===== src/rtl/quad_decoder_if.sv =====
// quad_decoder_if: encoder pins in, position-counter controls out
// Ports:
//   a_in, b_in, idx_in  raw asynchronous encoder channels
//   step, dir, load     counter ce / up_down / load controls
//   err, err_cnt        illegal-transition pulse and saturating count
//   ab_state            current filtered {A,B}
// slave is the decoder side, master is the board/counter side.
interface quad_decoder_if #(
    parameter int ERR_W = 8
);
    logic             a_in;
    logic             b_in;
    logic             idx_in;
    logic             step;
    logic             dir;
    logic             load;
    logic             err;
    logic [ERR_W-1:0] err_cnt;
    logic [1:0]       ab_state;
    modport master (
        output a_in, b_in, idx_in,
        input  step, dir, load, err, err_cnt, ab_state
    );
    modport slave (
        input  a_in, b_in, idx_in,
        output step, dir, load, err, err_cnt, ab_state
    );
endinterface


===== src/rtl/quad_decoder.sv =====
// quad_decoder: synchronise, glitch-filter and decode A/B/index into counter controls
// Ports:
//   clk  system clock, rst synchronous active-high reset
//   bus  quad_decoder_if.slave: raw pins in, step/dir/load/err/err_cnt/ab_state out
// Parameters:
//   FILT_LEN  consecutive differing samples needed to move a filtered level (>=1)
//   ERR_W     width of the saturating illegal-transition counter (must match bus)
module quad_decoder #(
    parameter int FILT_LEN = 3,
    parameter int ERR_W    = 8
) (
    input logic          clk,
    input logic          rst,
    quad_decoder_if.slave bus
);
    localparam int CW = $clog2(FILT_LEN + 1);
    localparam int IW = $clog2(FILT_LEN + 3);
    typedef enum logic {INIT, RUN} state_t;
    state_t           state;
    // channel vectors are packed {a, b, idx}
    logic [2:0]       s1, s2, filt;
    logic [CW-1:0]    fcnt [3];
    logic [IW-1:0]    icnt;
    logic [1:0]       prev_ab;
    logic             prev_idx;
    logic             step_q, dir_q, load_q, err_q;
    logic [ERR_W-1:0] cnt_q;
    logic [1:0]       pos_new, pos_old, delta;
    logic             rise;
    // Gray {A,B} mapped to a position 0..3; the position delta mod 4 classifies
    // the move: 1 forward, 3 reverse, 2 both bits flipped (illegal), 0 idle.
    assign pos_new = {filt[2], filt[2] ^ filt[1]};
    assign pos_old = {prev_ab[1], prev_ab[1] ^ prev_ab[0]};
    assign delta   = pos_new - pos_old;
    assign rise    = filt[0] & ~prev_idx;
    always_ff @(posedge clk) begin
        if (rst) begin
            s1   <= '0;
            s2   <= '0;
            filt <= '0;
            for (int i = 0; i < 3; i++) fcnt[i] <= '0;
        end else begin
            s1 <= {bus.a_in, bus.b_in, bus.idx_in};
            s2 <= s1;
            if (state == INIT) begin
                for (int i = 0; i < 3; i++) fcnt[i] <= '0;
                // pin levels present at startup are adopted silently
                if (icnt == IW'(FILT_LEN + 1)) filt <= s2;
            end else begin
                for (int i = 0; i < 3; i++) begin
                    if (s2[i] == filt[i]) begin
                        fcnt[i] <= '0;
                    end else if (fcnt[i] == CW'(FILT_LEN - 1)) begin
                        filt[i] <= s2[i];
                        fcnt[i] <= '0;
                    end else begin
                        fcnt[i] <= fcnt[i] + 1'b1;
                    end
                end
            end
        end
    end
    always_ff @(posedge clk) begin
        if (rst) begin
            state    <= INIT;
            icnt     <= '0;
            prev_ab  <= '0;
            prev_idx <= 1'b0;
            step_q   <= 1'b0;
            dir_q    <= 1'b1;
            load_q   <= 1'b0;
            err_q    <= 1'b0;
            cnt_q    <= '0;
        end else if (state == INIT) begin
            step_q <= 1'b0;
            load_q <= 1'b0;
            err_q  <= 1'b0;
            if (icnt == IW'(FILT_LEN + 1)) begin
                prev_ab  <= s2[2:1];
                prev_idx <= s2[0];
                state    <= RUN;
            end else begin
                icnt <= icnt + 1'b1;
            end
        end else begin
            prev_ab  <= filt[2:1];
            prev_idx <= filt[0];
            // index forces ce so the counter load takes effect; it also freezes dir
            step_q   <= rise | delta[0];
            dir_q    <= (!rise && delta[0]) ? ~delta[1] : dir_q;
            load_q   <= rise;
            err_q    <= delta == 2'd2;
            cnt_q    <= (delta == 2'd2 && cnt_q != '1) ? cnt_q + 1'b1 : cnt_q;
        end
    end
    assign bus.step     = step_q;
    assign bus.dir      = dir_q;
    assign bus.load     = load_q;
    assign bus.err      = err_q;
    assign bus.err_cnt  = cnt_q;
    assign bus.ab_state = filt[2:1];
endmodule


===== src/flat_wrapper.sv =====
// flat-port wrapper written by rule: the top's interface ports become plain ports
module quad_decoder_flat 
#(
    parameter int FILT_LEN = 3,
    parameter int ERR_W    = 8
)
  (clk, rst, bus_a_in, bus_b_in, bus_idx_in, bus_step, bus_dir, bus_load, bus_err, bus_err_cnt, bus_ab_state);
  quad_decoder_if #(.ERR_W(ERR_W)) bus_i ();
  input logic clk;
  input logic rst;
  input wire logic [$bits(bus_i.a_in)-1:0] bus_a_in;
  input wire logic [$bits(bus_i.b_in)-1:0] bus_b_in;
  input wire logic [$bits(bus_i.idx_in)-1:0] bus_idx_in;
  output wire logic [$bits(bus_i.step)-1:0] bus_step;
  output wire logic [$bits(bus_i.dir)-1:0] bus_dir;
  output wire logic [$bits(bus_i.load)-1:0] bus_load;
  output wire logic [$bits(bus_i.err)-1:0] bus_err;
  output wire logic [$bits(bus_i.err_cnt)-1:0] bus_err_cnt;
  output wire logic [$bits(bus_i.ab_state)-1:0] bus_ab_state;
  assign bus_i.a_in = bus_a_in;
  assign bus_i.b_in = bus_b_in;
  assign bus_i.idx_in = bus_idx_in;
  assign bus_step = bus_i.step;
  assign bus_dir = bus_i.dir;
  assign bus_load = bus_i.load;
  assign bus_err = bus_i.err;
  assign bus_err_cnt = bus_i.err_cnt;
  assign bus_ab_state = bus_i.ab_state;
  quad_decoder #(.FILT_LEN(FILT_LEN), .ERR_W(ERR_W)) u_core (.clk(clk), .rst(rst), .bus(bus_i));
endmodule

===== config.mk =====
export PLATFORM = sky130hd
export DESIGN_NAME = quad_decoder_flat
export DESIGN_NICKNAME = d
export VERILOG_FILES = /design/src/rtl/quad_decoder_if.sv /design/src/rtl/quad_decoder.sv /design/src/flat_wrapper.sv
export SDC_FILE = /design/constraint.sdc
export NUM_CORES = 1
export LEC_CHECK = 0
export BUFFER_PORTS_ARGS = -buffer_cell sky130_fd_sc_hd__buf_2
export CAP_MARGIN = 20
export CORE_MARGIN = 2
export CORE_UTILIZATION = 45
export CTS_BUF_LIST = sky130_fd_sc_hd__clkbuf_8
export CTS_CLUSTER_DIAMETER = 50
export DETAILED_ROUTE_END_ITERATION = 12
export SLEW_MARGIN = 25
export SYNTH_ARGS = -nofsm -noshare
export SYNTH_HDL_FRONTEND = slang
export SYNTH_SLANG_ARGS = --single-unit

===== constraint.sdc =====
create_clock -name clk -period 3.05 [get_ports clk]
set_clock_uncertainty 0.15 [all_clocks]
set_input_delay 0.4575 -clock clk [delete_from_list [all_inputs] [get_ports clk]]
set_output_delay 0.4575 -clock clk [all_outputs]
set_load 0.01 [all_outputs]

==> impl_results.md <==
* Run status: finished, final reports clean
* Static leakage power at just over 0.7 nW
* YS warnings at 0
* Final hold violation count at 0
* Final nets at approximately 190
* CTS Buffer Depth at 2
* Crit-path max FO at 11
* Antenna Cells at 0
* Synth Flop Type: dfxtp_1
* Global-route wire length before repair at around 4200 um
* Tcrit/Tclk final at 0.778
* DP HPWL at between 1500 and 2000 um
* Syn avg cell area at between 9 and 10 um^2
* Post-route setup slack at 0.677 ns
* Worst hold start: bus_idx_in
* Slowest CP cell: or4_1
* Worst-path cell chain: xnor2_1 -> ha_1 -> xnor3_1 -> a211o_1 -> or4_1 -> a21oi_1
* Total Routing Usage GR at 0.154
* Vias at around 1.1k
* Worst flop-to-flop path endpoint: u_core.bus.err_cnt[5]$_SDFFE_PP0P_
* H-tree depth at 2
* # hold bufs at CTS at 0
* Area delta synth->final at 14.7%
* CTS tree: done
* Total routed wirelength at ~2600 um
* WL/cell at 11.7 um
* Worst setup EP type: flop
* Post-CTS sizing at 0
* Post-route ant nets at 0
* DRT Pass-1 Iters at 4
* Buf+Inv Stages, Crit Path at 0
* Full die area at around 3800 um^2
* Cells on worst reg2reg path at 6
* Hold path endpoint: u_core.s1[0]$_SDFF_PP0_
* Core area at just over 3000 um^2
* Pwr/cell area at between 600 and 700 nW/um^2
* # setup viols final at 0
* I/O Buffers at 18
* Total CTS buffers at 5
* Post-synth EDFFs at 6
* Largest net degree at the start of global routing at 26
* Setup Crit Path Kind: reg -> reg
* Clock root cell: clkbuf_8
* Max-Cap Viols at 0
* Fmax at roughly 420 MHz
* CP peak stage delay at ~0.51 ns
* Placed cell count at 211
* CP arrival at 2.42 ns
* Post-synth cell types at 36
* Final core utilization at 0.556
* # rows at 20
* DIE WIDTH at roughly 60 um
* Vias in the first global route at 962
* Initial antenna violation count at 0
* Post-Syn Instances at 152
* Layout cells sized above 1 at 0.149
* Hold Crit Depth at 2
* Gr ovfl total at 0
* Total power at ~0.0011 W
* Maximum vdd drop at ~330 uV
* Setup TNS at 0 ns
* Worst Path Required at approximately 3.1 ns
* Crit path time final at about 2.4 ns
* Ports at 19
* Worst hold path class: in -> reg
* Post-Syn Area at 1500 um^2
* CTS Sinks at 34
* Reg-to-Reg Start: u_core.filt[2]$_SDFFE_PP0P_
* DRC at 0
* Post-synthesis sequential area ratio at 0.493
* R2R Setup Slk at roughly 0.68 ns
* Setup WS pre-CTS at 0.677 ns
* Crit start category: flop
* Vias per std cell at roughly 4.9
* Postcts setup bufs at 0
* Worst-Skew Late Latency at between 0.2 and 0.3 ns
* #FFs+latches synth at 34
* Non-filler instance count after layout at approximately 220
* Max Slew Vio Count at 0
* GPL Wtd Cong at between 0.7 and 0.8
* Die Ht at between 60 and 70 um
* Crit path max-delay family: compound AO/OA/AOI/OAI gates
* RSZ-0062 raised after global routing: false
* Ys async rst share at 0
* DR iter-0 viols at 31
* Clock transition at path regs at 0.07 ns
* Initial Util at 0.484
## kinds of logic (layout without fill, tap and decap cells)
| family | count (synthesis) | in the layout | share of synthesized area |
|---|---|---|---|
| other | 1 | 6 | 0.00250 |
| XOR/XNOR | 8 | 8 | 0.0558 |
| multiplexers | 9 | 9 | 0.0608 |
| adder cells (fa/ha/maj) | 7 | 7 | 0.0583 |
| AND/OR/NAND/NOR | 53 | 53 | 0.180 |
| buffers and inverters | 17 | 35 | 0.0549 |
| AO/OA/AOI/OAI | 23 | 23 | 0.0949 |
| flip-flops | 34 | 34 | 0.493 |
## sequential cells by signal, summed over array words and instances (netlist names)
name	cells
u_core.bus.err_cnt	8
u_core.s2	3
u_core.prev_ab	2
u_core.bus.load	1
u_core.prev_idx	1
u_core.icnt	3
u_core.s1	3
u_core.bus.step	1
u_core.filt	3
u_core.bus.err	1
u_core.bus.dir	1
u_core.fcnt	6
u_core.state	1
## layout by cell type (no fill, tap or decap), types with 7 or more instances in the layout
cell type	n
nand2_1	7
nor2b_1	7
mux2i_1	8
dfxtp_1	28
inv_1	11
a21oi_1	7
buf_2	18
ha_1	7
nor2_1	19
## metal layers
metal	GRT usage	vias up	wire, um
met2	0.242	18	1210
met5	0	-	0
met3	0.0373	4	102
li1	-	563	-
met1	0.198	490	1220
met4	0.0729	0	28
## power by group
group          internal, W  switching [W]
clock network     0.000238       0.000148
registers         0.000495      0.0000342
logic            0.0000938       0.000135
total             0.000826       0.000318
## worst max-delay path by stage
stage	startpoint	endpoint	slack, ns	cells past startpoint
2_1_floorplan	u_core.filt[2]$_SDFFE_PP0P_	u_core.bus.err_cnt[7]$_SDFFE_PP0P_	0.84	8
3_3_place_gp	u_core.filt[2]$_SDFFE_PP0P_	u_core.bus.err_cnt[5]$_SDFFE_PP0P_	0.81	6
3_5_place_dp	u_core.filt[2]$_SDFFE_PP0P_	u_core.bus.err_cnt[5]$_SDFFE_PP0P_	0.68	6
4_1_cts	u_core.filt[2]$_SDFFE_PP0P_	u_core.bus.err_cnt[5]$_SDFFE_PP0P_	0.66	6
5_1_grt	u_core.filt[2]$_SDFFE_PP0P_	u_core.bus.err_cnt[5]$_SDFFE_PP0P_	0.51	6
6_report	u_core.filt[2]$_SDFFE_PP0P_	u_core.bus.err_cnt[5]$_SDFFE_PP0P_	0.68	6
## stage by stage
| step | area [um^2] | hold WS, ns |
|---|---|---|
| floorplan | 1520 | 0.264 |
| global placement | 1620 | 0.266 |
| detailed placement | 1620 | 0.280 |
| CTS | 1720 | 0.235 |
| global route | 1720 | 0.249 |
| finish | 1720 | 0.240 |
## area by class of cell
cell class | count | area (um^2)
Fill cell | 315 | 1380
Sequential cell | 34 | 741
Timing Repair Buffer | 18 | 90.1
Inverter | 9 | 33.8
Multi-Input combinational cell | 106 | 698
Clock inverter | 3 | 37.5
Clock buffer | 5 | 68.8
Tap cell | 44 | 55.1
## synth_stat cells, drive strengths merged (3+ instances only)
| cell type | count | share of area |
|---|---|---|
| nor2 | 19 | 0.047 |
| ha | 7 | 0.058 |
| nor2b | 7 | 0.029 |
| xnor2 | 5 | 0.029 |
| mux2i | 8 | 0.053 |
| or3 | 5 | 0.021 |
| nand2 | 7 | 0.017 |
| a211oi | 3 | 0.015 |
| a21oi | 7 | 0.023 |
| dfxtp | 28 | 0.37 |
| buf | 4 | 0.022 |
| clkbuf | 4 | 0.010 |
| o21ai | 6 | 0.020 |
| edfxtp | 6 | 0.12 |
| inv | 9 | 0.022 |
| nand4 | 3 | 0.012 |
Note: power is estimated with default switching activity, not from simulation.
